## src/rtl/lithium_air_pkg.sv

```systemverilog
// Shared definitions for the quantum discovery sweep: MOF-74 candidate
// indices, default sweep size and score width, and the scheduler FSM encoding.
package lithium_air_pkg;

  localparam int unsigned N_MATERIALS = 6;
  localparam int unsigned SCORE_WIDTH = 32;
  localparam int unsigned MAT_W       = 3;

  typedef enum logic [MAT_W-1:0] {
    MOF74_MG = 3'd0,
    MOF74_FE = 3'd1,
    MOF74_CO = 3'd2,
    MOF74_NI = 3'd3,
    MOF74_CU = 3'd4,
    MOF74_ZN = 3'd5
  } material_e;

  typedef enum logic [2:0] {
    S_IDLE  = 3'd0,
    S_ISSUE = 3'd1,
    S_WAIT  = 3'd2,
    S_EVAL  = 3'd3,
    S_DONE  = 3'd4
  } sweep_state_e;

endpackage

```

## src/rtl/sweep_watchdog.sv

```systemverilog
// Job watchdog: loadable up-counter with clear and enable. tc_o pulses in
// the cycle the count sits at TIMEOUT_CYCLES-1 while enabled.
// Ports: clk/reset (sync, active-high), clear_i (priority), load_i/load_val_i,
// en_i (count), tc_o (terminal count).
module sweep_watchdog #(
  parameter  int unsigned TIMEOUT_CYCLES = 1024,
  localparam int unsigned CNT_W          = $clog2(TIMEOUT_CYCLES)
) (
  input  logic             clk,
  input  logic             reset,
  input  logic             clear_i,
  input  logic             en_i,
  input  logic             load_i,
  input  logic [CNT_W-1:0] load_val_i,
  output logic             tc_o
);
  logic [CNT_W-1:0] cnt_q, cnt_d;

  always_comb begin
    cnt_d = cnt_q;
    if (clear_i)     cnt_d = '0;
    else if (load_i) cnt_d = load_val_i;
    else if (en_i)   cnt_d = cnt_q + CNT_W'(1);
  end

  always_ff @(posedge clk) begin
    if (reset) cnt_q <= '0;
    else       cnt_q <= cnt_d;
  end

  assign tc_o = en_i && (cnt_q == CNT_W'(TIMEOUT_CYCLES - 1));

endmodule

```

## src/rtl/material_sweep_scheduler.sv

```systemverilog
// Sweeps the MOF-74 candidates through the evaluation pipeline one job at a
// time, with a watchdog timeout and bounded retries, tracking the best score.
// Ports: clk/reset (sync, active-high); sweep_start/sweep_abort control;
// job_valid/job_material/job_ready issue handshake; result_valid/result_score
// pipeline return; busy, sweep_done pulse, best_valid/best_material/best_score,
// fail_mask (retries exhausted), timeout_count (saturating at 255).
module material_sweep_scheduler
  import lithium_air_pkg::*;
#(
  parameter int unsigned NUM_MATERIALS  = N_MATERIALS,
  parameter int unsigned SCORE_W        = SCORE_WIDTH,
  parameter int unsigned TIMEOUT_CYCLES = 1024,
  parameter int unsigned MAX_RETRIES    = 2
) (
  input  logic                     clk,
  input  logic                     reset,
  input  logic                     sweep_start,
  input  logic                     sweep_abort,
  output logic                     job_valid,
  output logic [MAT_W-1:0]         job_material,
  input  logic                     job_ready,
  input  logic                     result_valid,
  input  logic [SCORE_W-1:0]       result_score,
  output logic                     busy,
  output logic                     sweep_done,
  output logic                     best_valid,
  output logic [MAT_W-1:0]         best_material,
  output logic [SCORE_W-1:0]       best_score,
  output logic [NUM_MATERIALS-1:0] fail_mask,
  output logic [7:0]               timeout_count
);
  localparam int unsigned RTY_W = (MAX_RETRIES < 1) ? 1 : $clog2(MAX_RETRIES + 1);

  sweep_state_e             state_q, state_d;
  logic [MAT_W-1:0]         idx_q, idx_d;
  logic [RTY_W-1:0]         retry_q, retry_d;
  logic [SCORE_W-1:0]       score_q, score_d;
  logic                     bv_q, bv_d;
  logic [MAT_W-1:0]         bmat_q, bmat_d;
  logic [SCORE_W-1:0]       bscore_q, bscore_d;
  logic [NUM_MATERIALS-1:0] fail_q, fail_d;
  logic [7:0]               tmo_q, tmo_d;
  logic                     wd_clr, wd_en, wd_tc, advance;

  assign wd_en = (state_q == S_WAIT);

  sweep_watchdog #(.TIMEOUT_CYCLES(TIMEOUT_CYCLES)) u_wd (
    .clk        (clk),
    .reset      (reset),
    .clear_i    (wd_clr),
    .en_i       (wd_en),
    .load_i     (1'b0),
    .load_val_i ('0),
    .tc_o       (wd_tc)
  );

  always_comb begin
    state_d  = state_q;
    idx_d    = idx_q;
    retry_d  = retry_q;
    score_d  = score_q;
    bv_d     = bv_q;
    bmat_d   = bmat_q;
    bscore_d = bscore_q;
    fail_d   = fail_q;
    tmo_d    = tmo_q;
    wd_clr   = 1'b0;
    advance  = 1'b0;

    if (sweep_abort && state_q != S_IDLE) begin
      // Partial results are deliberately left visible after an abort.
      state_d = S_IDLE;
    end else begin
      case (state_q)
        S_IDLE: if (sweep_start && !sweep_abort) begin
          state_d  = S_ISSUE;
          idx_d    = '0;
          retry_d  = '0;
          bv_d     = 1'b0;
          bmat_d   = '0;
          bscore_d = '0;
          fail_d   = '0;
          tmo_d    = '0;
        end
        S_ISSUE: if (job_ready) begin
          state_d = S_WAIT;
          wd_clr  = 1'b1;
        end
        S_WAIT: begin
          // A result landing on the terminal-count cycle beats the timeout.
          if (result_valid) begin
            state_d = S_EVAL;
            score_d = result_score;
          end else if (wd_tc) begin
            if (tmo_q != 8'hFF) tmo_d = tmo_q + 8'd1;
            if (retry_q < RTY_W'(MAX_RETRIES)) begin
              retry_d = retry_q + RTY_W'(1);
              state_d = S_ISSUE;
            end else begin
              fail_d  = fail_q | (NUM_MATERIALS'(1) << idx_q);
              advance = 1'b1;
            end
          end
        end
        S_EVAL: begin
          // Strict compare: on a tie the earlier (lower) index is kept.
          if (!bv_q || score_q > bscore_q) begin
            bv_d     = 1'b1;
            bmat_d   = idx_q;
            bscore_d = score_q;
          end
          advance = 1'b1;
        end
        S_DONE:  state_d = S_IDLE;
        default: state_d = S_IDLE;
      endcase

      if (advance) begin
        if (idx_q == MAT_W'(NUM_MATERIALS - 1)) begin
          state_d = S_DONE;
        end else begin
          idx_d   = idx_q + MAT_W'(1);
          retry_d = '0;
          state_d = S_ISSUE;
        end
      end
    end
  end

  always_ff @(posedge clk) begin
    if (reset) begin
      state_q  <= S_IDLE;
      idx_q    <= '0;
      retry_q  <= '0;
      score_q  <= '0;
      bv_q     <= 1'b0;
      bmat_q   <= '0;
      bscore_q <= '0;
      fail_q   <= '0;
      tmo_q    <= '0;
    end else begin
      state_q  <= state_d;
      idx_q    <= idx_d;
      retry_q  <= retry_d;
      score_q  <= score_d;
      bv_q     <= bv_d;
      bmat_q   <= bmat_d;
      bscore_q <= bscore_d;
      fail_q   <= fail_d;
      tmo_q    <= tmo_d;
    end
  end

  assign job_valid     = (state_q == S_ISSUE);
  assign job_material  = idx_q;
  assign busy          = (state_q != S_IDLE);
  assign sweep_done    = (state_q == S_DONE);
  assign best_valid    = bv_q;
  assign best_material = bmat_q;
  assign best_score    = bscore_q;
  assign fail_mask     = fail_q;
  assign timeout_count = tmo_q;

endmodule
```

## config.mk

```make
export PLATFORM = sky130hd
export DESIGN_NAME = material_sweep_scheduler
export DESIGN_NICKNAME = d
export VERILOG_FILES = /design/src/rtl/lithium_air_pkg.sv /design/src/rtl/sweep_watchdog.sv /design/src/rtl/material_sweep_scheduler.sv
export SDC_FILE = /design/constraint.sdc
export NUM_CORES = 1
export LEC_CHECK = 0
export CAP_MARGIN = 10
export CORE_ASPECT_RATIO = 1.2
export CORE_MARGIN = 5
export CORE_UTILIZATION = 40
export CTS_CLUSTER_SIZE = 14
export DETAILED_ROUTE_END_ITERATION = 10
export MAX_ROUTING_LAYER = met4
export PLACE_DENSITY_LB_ADDON = 0.25
export SYNTH_ARGS = -nofsm -noshare
export SYNTH_HDL_FRONTEND = slang
export SYNTH_HIERARCHICAL = 1
export SYNTH_SLANG_ARGS = --single-unit
```

## constraint.sdc

```tcl
create_clock -name clk -period 5.5 [get_ports clk]
set_clock_uncertainty 0.05 [all_clocks]
set_input_delay 1.1 -clock clk [delete_from_list [all_inputs] [get_ports clk]]
set_output_delay 1.1 -clock clk [all_outputs]
set_load 0.05 [all_outputs]
```

==> metrics.cfg <==
[logic_synthesis]
async_flop_share_pct=0
yosys-top-cells-count=100 x dfxtp_1, 90 x nand2_1, 67 x a21oi_1
synth.most_common_cell=dfxtp_1
yosysSeqAreaShare_pct=37.4
yosys_most_used_dff=dfxtp_1
synthDistinctLibCells=47
synth_seq_cells=100
synth_top_area_share_pct=37.4
synth_edf_count=0
synthTopCellsByArea=dfxtp_1 37%, ha_1 9.4%, nand2_1 6.3%
yosys_warnings=6
yosysTopAreaCell=dfxtp_1
syn_area_sq_mm=0.00535
netlist_instances=665
synth.avg_cell_area_sq_um=8.05

[worst_setup_path]
rr_worst_depth=10
critPathKind=reg2reg
required_ps=5670
endpoint=timeout_count[5]
crit_start=state_q[1]
r2r_setup_slack_ps=2010
arrival_ps=3660
cp-end-kind=flop
r2r_end=timeout_count[5]
cp_max_fo=11
worstReg2RegStart=state_q[1]
critPathLaunchType=flop

[grt]
grt_pass1_wl_um=21500
grt_usage_pct=17.3
antenna_found_initial=0
grt_pass1_vias=4586
overflow=0
grt_max_degree=115

[floorplan]
std_cell_rows=46
dieArea_sq_mm=0.0158
fp.dieH_um=137
fp.coreArea_sq_mm=0.0132
fp.dieW_um=116
top_level_ports=94
start_util_pct=40.6

[routing]
vias=4729
drc=0
avgRoutedWirePerCell_um=14.2
ant_nets=0
drt-initial-drc-count=226
routed_via_density=5.15
wirelength_um=13100
drtPass1Iterations=5

[sta]
worst_slew_pin_slew_ps=1190
setup_tns_ps=0
fmax_mhz=287
timing_hold_violations_final=0
setup_viol=0
max_slew_margin_pct=20.8
period_needed_ps=3490
fin_crit_sh_pct=63.4
grt_setup_unrepaired=no
whs_ps=427
slew_viol_final=0

[clock_tree]
clk_pin_slew_ps=70
clockRootBuffer=clkbuf_16
ctsHoldBuffers=0
cts_tree=yes
cts_buffers=9
ctsResizeCount=0
clkLatencyLatePin_ps=340
clockBufferDepth=2
clkSinkCount=100
cts_max_level=3
postCtsSetupRepairBufs=0

[placed_design]
io_buffers=93
dp_hpwl_um=9190
gp_congestion=0.827
place_area_sq_mm=0.00634

[power_and_ir_drop]
switching_power_uw=396
p_comb_share_pct=12.0
leakagePower_uw=0.00233
p_total_uw=1590
intPower_uw=1190
ir_drop_uv=130
power.density_mw_per_mm2=239
swShare_pct=25.0
clockPowerShare_pct=40.3
pwr-share-seq_pct=47.7

[min_path]
hp-class=reg2reg

[cells_and_area]
drive_above_1_share_pct=8.12
utilization_pct=50.4
fin_area_sq_mm=0.00664
nNetsFinal=824
area_delta_synth_final_pct=24.1
diodes=0

[outcome]
status=finished clean

[job]
cap_violations=0

power by group through the flow:
stage               clock (uW)  sequential, uW  combinational [uW]
global route               685             759                 210
floorplan                    0             769                 132
global placement             0             772                 186
CTS                        654             757                 190
finish                     639             757                 190
detailed placement           0             773                 189
through the flow:
stage / setup WS, ps / std cells
after floorplan: 2680 / 679
after global placement: 1780 / 903
after detailed placement: 1670 / 903
after CTS: 2030 / 919
after global routing: 1680 / 919
final: 2010 / 919
area by class of cell:
class | instances | area, sq um
clock buffer | 12 | 256
clock inverter | 4 | 47.5
fill | 1315 | 6540
inverter | 44 | 165
multi-input combinational | 496 | 3020
sequential | 100 | 2000
tap | 168 | 210
timing repair buffer | 95 | 943
state kept, by name (all words and copies together), names as in the netlist:
register / count
best_valid: 1
best_material: 3
state_q: 3
job_material: 3
score_q: 32
retry_q: 2
best_score: 32
timeout_count: 8
fail_mask: 6
u_wd/cnt_q: 10
how the worst min path moves through the flow:
| stage | to | cells after the start | slack, ps | start |
|---|---|---|---|---|
| finish | fail_mask[5] | 2 | 430 | fail_mask[5] |
| global route | score_q[11] | 2 | 440 | score_q[11] |
| CTS | fail_mask[2] | 2 | 430 | fail_mask[2] |
| detailed placement | fail_mask[2] | 2 | 410 | fail_mask[2] |
| global placement | fail_mask[2] | 2 | 400 | fail_mask[2] |
| floorplan | score_q[0] | 2 | 390 | score_q[0] |
critical path, cell delays in order (launching register included):
cell and delay [ps]:
dfxtp_1 530, nor2b_1 310, nand2b_1 180, inv_1 310, nand4_4 170, nor3_1 490
o2111ai_1 250, o21ai_2 370, or3b_2 500, xor2_1 150, nor2_1 50
cell families (layout without fill, tap and decap cells):
group | after synthesis | count (layout) | share of synthesized area [%]
xor+xnor | 15 | 15 | 2.45
fa+ha+maj | 40 | 40 | 9.35
compound gates | 135 | 135 | 15.9
simple gates | 289 | 289 | 27.0
flops | 100 | 100 | 37.4
mux | 2 | 2 | 0.374
other cells | 1 | 15 | 0.0701
buf+inv | 83 | 155 | 7.36
cells in the final DEF (no fill, tap or decap), drive strengths merged, types with 2 or more instances in the layout:
cell / n
a31oi: 4
or3: 2
and4: 3
o31ai: 6
a21oi: 68
clkbuf: 12
nand3: 48
mux2i: 2
a31o: 2
inv: 44
xor2: 8
clkinv: 2
nor2: 32
nand4: 12
and3: 5
nor4: 3
nor3b: 6
a2bb2oi: 3
and2: 3
nor2b: 5
nand2b: 35
buf: 3
or2: 2
ha: 40
xnor2: 7
dfxtp: 100
conb: 15
o21ai: 45
clkdlybuf4s50: 92
nor3: 40
o211ai: 2
nand2: 90
routing by layer:
metal	vias to the layer above	track usage, %	wire length, um
met5	-	-	0
met2	108	29.6	6530
li1	2430	-	-
met4	0	5.35	208
met1	2174	20.9	5580
met3	17	2.65	762
(Power assumes the default switching activity.)
